--- config.mk ---
export PLATFORM = sky130hd
export DESIGN_NAME = note_sequencer
export DESIGN_NICKNAME = d
export VERILOG_FILES = /design/src/rtl/note_sequencer.sv
export SDC_FILE = /design/constraint.sdc
export NUM_CORES = 1
export LEC_CHECK = 0
export ABC_AREA = 1
export CAP_MARGIN = 25
export CORE_MARGIN = 2
export CORE_UTILIZATION = 50
export DETAILED_ROUTE_END_ITERATION = 7
export PLACE_DENSITY = 0.68
export SKIP_CTS_REPAIR_TIMING = 1
export SYNTH_ARGS = -nofsm -noshare
export SYNTH_HDL_FRONTEND = slang
export SYNTH_SLANG_ARGS = --single-unit
--- constraint.sdc ---
create_clock -name clk -period 2.8 [get_ports clk]
set_input_delay 0.28 -clock clk [delete_from_list [all_inputs] [get_ports clk]]
set_output_delay 0.28 -clock clk [all_outputs]
set_load 0.1 [all_outputs]
--- src/rtl/note_sequencer.sv ---
// Note sequencer: plays a fixed 14-entry song as a square wave on tone_out,
// holding each entry for its beat count and inserting a silent gap after it.
module note_sequencer #(
  parameter logic [17:0] HALF_C     = 18'd190840,
  parameter logic [17:0] HALF_D     = 18'd170068,
  parameter logic [17:0] HALF_E     = 18'd151515,
  parameter logic [17:0] HALF_F     = 18'd143266,
  parameter logic [17:0] HALF_G     = 18'd127551,
  parameter logic [17:0] HALF_A     = 18'd113636,
  parameter int unsigned GAP_CYCLES = 2000000
) (
  input  logic       clk,
  input  logic       rst,
  input  logic       beat_clk,
  input  logic       start,
  input  logic       stop,
  input  logic       loop_en,
  output logic       tone_out,
  output logic       busy,
  output logic [3:0] note_idx,
  output logic [2:0] note_code,
  output logic       done
);

  localparam int unsigned      GAP_EFF  = (GAP_CYCLES == 0) ? 1 : GAP_CYCLES;
  localparam int               GAP_W    = (GAP_EFF > 1) ? $clog2(GAP_EFF) : 1;
  localparam logic [GAP_W-1:0] GAP_LAST = GAP_W'(GAP_EFF - 1);
  localparam logic [GAP_W-1:0] GAP_ONE  = GAP_W'(1);
  localparam logic [3:0]       LAST_IDX = 4'd13;

  typedef enum logic [1:0] {IDLE, PLAY, GAP} state_t;

  // Song entry as {code[2:0], beats[1:0]}
  function automatic logic [4:0] song_rom(input logic [3:0] idx);
    case (idx)
      4'd0, 4'd1:   song_rom = {3'd1, 2'd1};
      4'd2, 4'd3:   song_rom = {3'd5, 2'd1};
      4'd4, 4'd5:   song_rom = {3'd6, 2'd1};
      4'd6:         song_rom = {3'd5, 2'd2};
      4'd7, 4'd8:   song_rom = {3'd4, 2'd1};
      4'd9, 4'd10:  song_rom = {3'd3, 2'd1};
      4'd11, 4'd12: song_rom = {3'd2, 2'd1};
      4'd13:        song_rom = {3'd1, 2'd2};
      default:      song_rom = {3'd0, 2'd1};
    endcase
  endfunction

  function automatic logic [17:0] half_of(input logic [2:0] code);
    case (code)
      3'd1:    half_of = HALF_C;
      3'd2:    half_of = HALF_D;
      3'd3:    half_of = HALF_E;
      3'd4:    half_of = HALF_F;
      3'd5:    half_of = HALF_G;
      3'd6:    half_of = HALF_A;
      default: half_of = 18'd1;
    endcase
  endfunction

  state_t           state, state_nx;
  logic [3:0]       idx_nx;
  logic [1:0]       beat_cnt, beat_nx;
  logic [17:0]      tone_cnt, tone_cnt_nx;
  logic [GAP_W-1:0] gap_cnt, gap_nx;
  logic             tone_nx, done_nx;
  logic             beat_q, beat_rise;
  logic [4:0]       rom_word;
  logic [2:0]       beats_eff;
  logic [17:0]      cur_half;

  assign beat_rise = beat_clk & ~beat_q;
  assign rom_word  = song_rom(note_idx);
  assign note_code = rom_word[4:2];
  assign beats_eff = (rom_word[1:0] == 2'd0) ? 3'd1 : {1'b0, rom_word[1:0]};
  assign cur_half  = half_of(rom_word[4:2]);
  assign busy      = (state != IDLE);

  // Tone counter and output fall back to zero unless a sounding note keeps them running
  always_comb begin
    state_nx    = state;
    idx_nx      = note_idx;
    beat_nx     = beat_cnt;
    gap_nx      = gap_cnt;
    tone_cnt_nx = '0;
    tone_nx     = 1'b0;
    done_nx     = 1'b0;
    case (state)
      IDLE: begin
        if (start && !stop) begin
          state_nx = PLAY;
          idx_nx   = '0;
          beat_nx  = '0;
        end
      end
      PLAY: begin
        if (stop) begin
          state_nx = IDLE;
        end else if (beat_rise && (({1'b0, beat_cnt} + 3'd1) == beats_eff)) begin
          state_nx = GAP;
          gap_nx   = '0;
        end else begin
          if (beat_rise) beat_nx = beat_cnt + 2'd1;
          if (note_code != 3'd0) begin
            if (tone_cnt == cur_half - 18'd1) begin
              tone_nx = ~tone_out;
            end else begin
              tone_cnt_nx = tone_cnt + 18'd1;
              tone_nx     = tone_out;
            end
          end
        end
      end
      GAP: begin
        if (stop) begin
          state_nx = IDLE;
        end else if (gap_cnt == GAP_LAST) begin
          beat_nx = '0;
          if (note_idx != LAST_IDX) begin
            idx_nx   = note_idx + 4'd1;
            state_nx = PLAY;
          end else if (loop_en) begin
            idx_nx   = '0;
            state_nx = PLAY;
          end else begin
            state_nx = IDLE;
            done_nx  = 1'b1;
          end
        end else begin
          gap_nx = gap_cnt + GAP_ONE;
        end
      end
      default: state_nx = IDLE;
    endcase
  end

  always_ff @(posedge clk) begin
    if (rst) begin
      state    <= IDLE;
      note_idx <= '0;
      beat_cnt <= '0;
      tone_cnt <= '0;
      gap_cnt  <= '0;
      beat_q   <= 1'b0;
      tone_out <= 1'b0;
      done     <= 1'b0;
    end else begin
      state    <= state_nx;
      note_idx <= idx_nx;
      beat_cnt <= beat_nx;
      tone_cnt <= tone_cnt_nx;
      gap_cnt  <= gap_nx;
      beat_q   <= beat_clk;
      tone_out <= tone_nx;
      done     <= done_nx;
    end
  end

endmodule
==> flow_summary.json <==
{
  "status": "complete, no violations",
  "crit_family": "simple AND/OR/NAND/NOR gates",
  "design_area_sq_um": 3810,
  "max-slew-margin-rel_pct": 53.7,
  "numCtsBuffers": 5,
  "grt_pass1_wl_mm": 14.1,
  "combPwrFrac_pct": 24.3,
  "fmax_mhz": 414,
  "rr_worst_depth": 18,
  "area_growth_pct": 8.74,
  "seqCellArea_sq_um": 1100,
  "slew_viol_final": 0,
  "drc": 0,
  "startpoint_type": "flop",
  "cts_root_buffer": "clkbuf_8",
  "preCtsSetupSlack_ns": 0.280,
  "crit_arrival_ns": 2.63,
  "fin_setup_tns_ns": 0,
  "diodes": 0,
  "crit_path_frequent_cell": "nand2_1",
  "rrSetupSlack_ns": 0.38,
  "synthDistinctLibCells": 34,
  "switching_share_pct": 34.3,
  "drive_gt1_share_pct": 6.74,
  "synthCells": 549,
  "p_leak_nw": 1.54,
  "cp_slowest_cell": "dfxtp_1",
  "place_area_sq_um": 3710,
  "die_h_um": 87.8,
  "ys_seq_area_share_pct": 31.4,
  "avgSynthCellArea_sq_um": 6.39,
  "antenna_found_initial": 0,
  "syn_nets": 567,
  "num_rows": 30,
  "multi_input_area_sq_um": 2070,
  "crit_type": "reg2reg",
  "finalSetupViolCount": 0,
  "crit_chain": "inv_1, nand2_1, nand3_1, nand2_1, inv_1, ha_1, nand2_1, inv_1, nand2_2, nand2_1, nand2_1, nand2_1, nor2_1, nand2_1, nor2_2, nand2_1, nand2_4, nor2_1",
  "totalWireLength_mm": 8.05,
  "path_buf_inv": 3,
  "port_buffers": 15,
  "firstDrtPassIters": 4,
  "clk_pin_slew_ns": 0.10,
  "antenna_left": 0,
  "whs_endpoint": "gap_cnt[16]$_SDFFE_PP0P_",
  "cp.required_ns": 3.01,
  "drtIter0Drc": 213,
  "min_period_ns": 2.42,
  "dp.final_hpwl_mm": 6.15,
  "min_period_over_period_pct": 86.3,
  "cts.path.max_buffers": 2,
  "slowest_delay_ns": 0.42,
  "clkLatencyLatePin_ns": 0.32,
  "rsz0062_at_grt": "no",
  "fin_skew_ns": 0.00573,
  "gr-usage-all-layers_pct": 22.7,
  "htreeDepth": 2,
  "vdd_ir_drop_max_mv": 0.297,
  "io_pins": 16,
  "dieArea_sq_um": 7700,
  "end_kind": "flop",
  "synth_edf_count": 0,
  "cts_tree": "yes",
  "async_flop_share_pct": 0,
  "synth_flop_cell": "dfxtp_1",
  "wire_per_inst_um": 12.2,
  "power_density_nw_per_um2": 450,
  "fin_nets": 581,
  "r2r-start": "rom_word[3]$_DFF_P_",
  "initial_core_util_pct": 51.6,
  "netlist_area_sq_um": 3510,
  "seqPwrFrac_pct": 48.1,
  "hp-class": "reg2reg",
  "grt_max_degree": 21,
  "final_cell_mix": "nand2_1 (145), inv_1 (70), nor2_1 (70), nand3_1 (54), dfxtp_1 (52)",
  "hold_path_depth": 2,
  "clock-sinks": 55,
  "p_clk_share_pct": 27.6,
  "design_power_total_mw": 1.71,
  "setup_slack_ns": 0.385,
  "p_int_mw": 1.13,
  "maxCapViolations": 0,
  "ys_ff_latch": 55,
  "final_hold_viol_count": 0,
  "r2r_end": "tone_cnt[11]$_SDFF_PP0_",
  "core-area_sq_um": 6790,
  "vias_per_cell": 5.10,
  "cp_max_fo": 18,
  "grt_pass1_vias": 3161,
  "min_from": "gap_cnt[16]$_SDFFE_PP0P_",
  "synth_warnings": 0,
  "die_width_um": 87.8,
  "tightestPinTransition_ns": 0.690,
  "fillers": 680,
  "final_common_cell": "nand2_1",
  "switchingPower_uw": 588,
  "grt_overflow_total": 0,
  "num_vias": 3368,
  "gp_congestion": 0.951
}
[layout make-up]
type	instances	share of cell area [%]
Multi-Input combinational cell	409	54.2
Sequential cell	55	29.0
Inverter	74	7.28
Timing Repair Buffer	18	3.87
Tap cell	96	3.15
Clock buffer	7	2.26
Clock inverter	1	0.230
[flip-flops by register name (all words and copies together) (netlist names)]
register	count
beat_cnt	2
beat_q	1
done	1
gap_cnt	21
note_idx	4
rom_word	5
state	2
tone_cnt	18
tone_out	1
[cell usage after synthesis (2+ instances only)]
cell        n  area, sq um
nand4_1    22          138
a21oi_1    24          120
buf_4       3         22.5
nand3_1    54          270
xnor2_1     7         61.3
o21ai_0     9         45.0
a21o_1      2         15.0
nor2_2      2         12.5
dfxtp_1    55         1100
nand3b_1    2         15.0
nand2_2     3         18.8
clkbuf_1    3         11.3
inv_2       3         11.3
nand2_1   145          544
ha_1       12          150
xor2_1     24          210
nor2_1     71          267
inv_1      70          263
buf_2       4         20.0
nor3_1     18         90.1
nor4_1      3         18.8
[worst register-to-register path, stage by stage, from the launching register on]
cell and delay (ns):
dfxtp_1 0.42, inv_1 0.13, nand2_1 0.17, nand3_1 0.11
nand2_1 0.09, inv_1 0.05, ha_1 0.21, nand2_1 0.11
inv_1 0.06, nand2_2 0.11, nand2_1 0.06, nand2_1 0.06
nand2_1 0.05, nor2_1 0.11, nand2_1 0.07, nor2_2 0.12
nand2_1 0.11, nand2_4 0.21, nor2_1 0.07
[kinds of logic (layout without fill, tap and decap cells)]
family	count (synthesis)	in the layout	share of synthesized area [%]
buf+inv	85	100	9.77
xor+xnor	31	31	7.74
fa+ha+maj	12	12	4.28
simple gates	327	327	40.8
flops	55	55	31.4
compound gates	39	39	6.03
[worst max-delay path by stage]
stage                             start                 endpoint  slack [ns]  cells after the start
2_1_floorplan  note_idx[0]$_SDFFE_PP0P_      rom_word[2]$_DFF_P_        0.03                     13
3_3_place_gp    gap_cnt[0]$_SDFFE_PP0P_      rom_word[2]$_DFF_P_        0.45                     15
3_5_place_dp    gap_cnt[0]$_SDFFE_PP0P_      rom_word[2]$_DFF_P_        0.28                     15
4_1_cts         gap_cnt[0]$_SDFFE_PP0P_      rom_word[2]$_DFF_P_        0.26                     15
5_1_grt             rom_word[3]$_DFF_P_   tone_cnt[2]$_SDFF_PP0_        0.01                     18
6_report            rom_word[3]$_DFF_P_  tone_cnt[11]$_SDFF_PP0_        0.38                     18
[routing by layer]
layer / up-vias / track usage, % / part of all wire, %
met1: 1521 / 31.4 / 50
li1: 1777 / - / -
met2: 60 / 35.7 / 45
met3: 10 / 4.05 / 3.9
met4: 0 / 8.11 / 1.5
met5: - / 0 / 0
[per-stage QoR]
stage          cells  util [%]  hold WS (ns)
2_1_floorplan    549         -         0.357
3_3_place_gp     652      54.6         0.489
3_5_place_dp     652      54.6         0.499
4_1_cts          660      56.0         0.512
5_1_grt          660      56.2         0.541
6_report         660      56.2         0.512
[power groups by stage]
stage | Combinational [mW] | Clock [mW] | Sequential, mW
4_1_cts | 0.418 | 0.491 | 0.825
3_3_place_gp | 0.408 | 0 | 0.842
3_5_place_dp | 0.416 | 0 | 0.843
5_1_grt | 0.473 | 0.516 | 0.828
6_report | 0.417 | 0.473 | 0.825
2_1_floorplan | 0.309 | 0 | 0.865
Note: power is estimated with default switching activity, not from simulation.
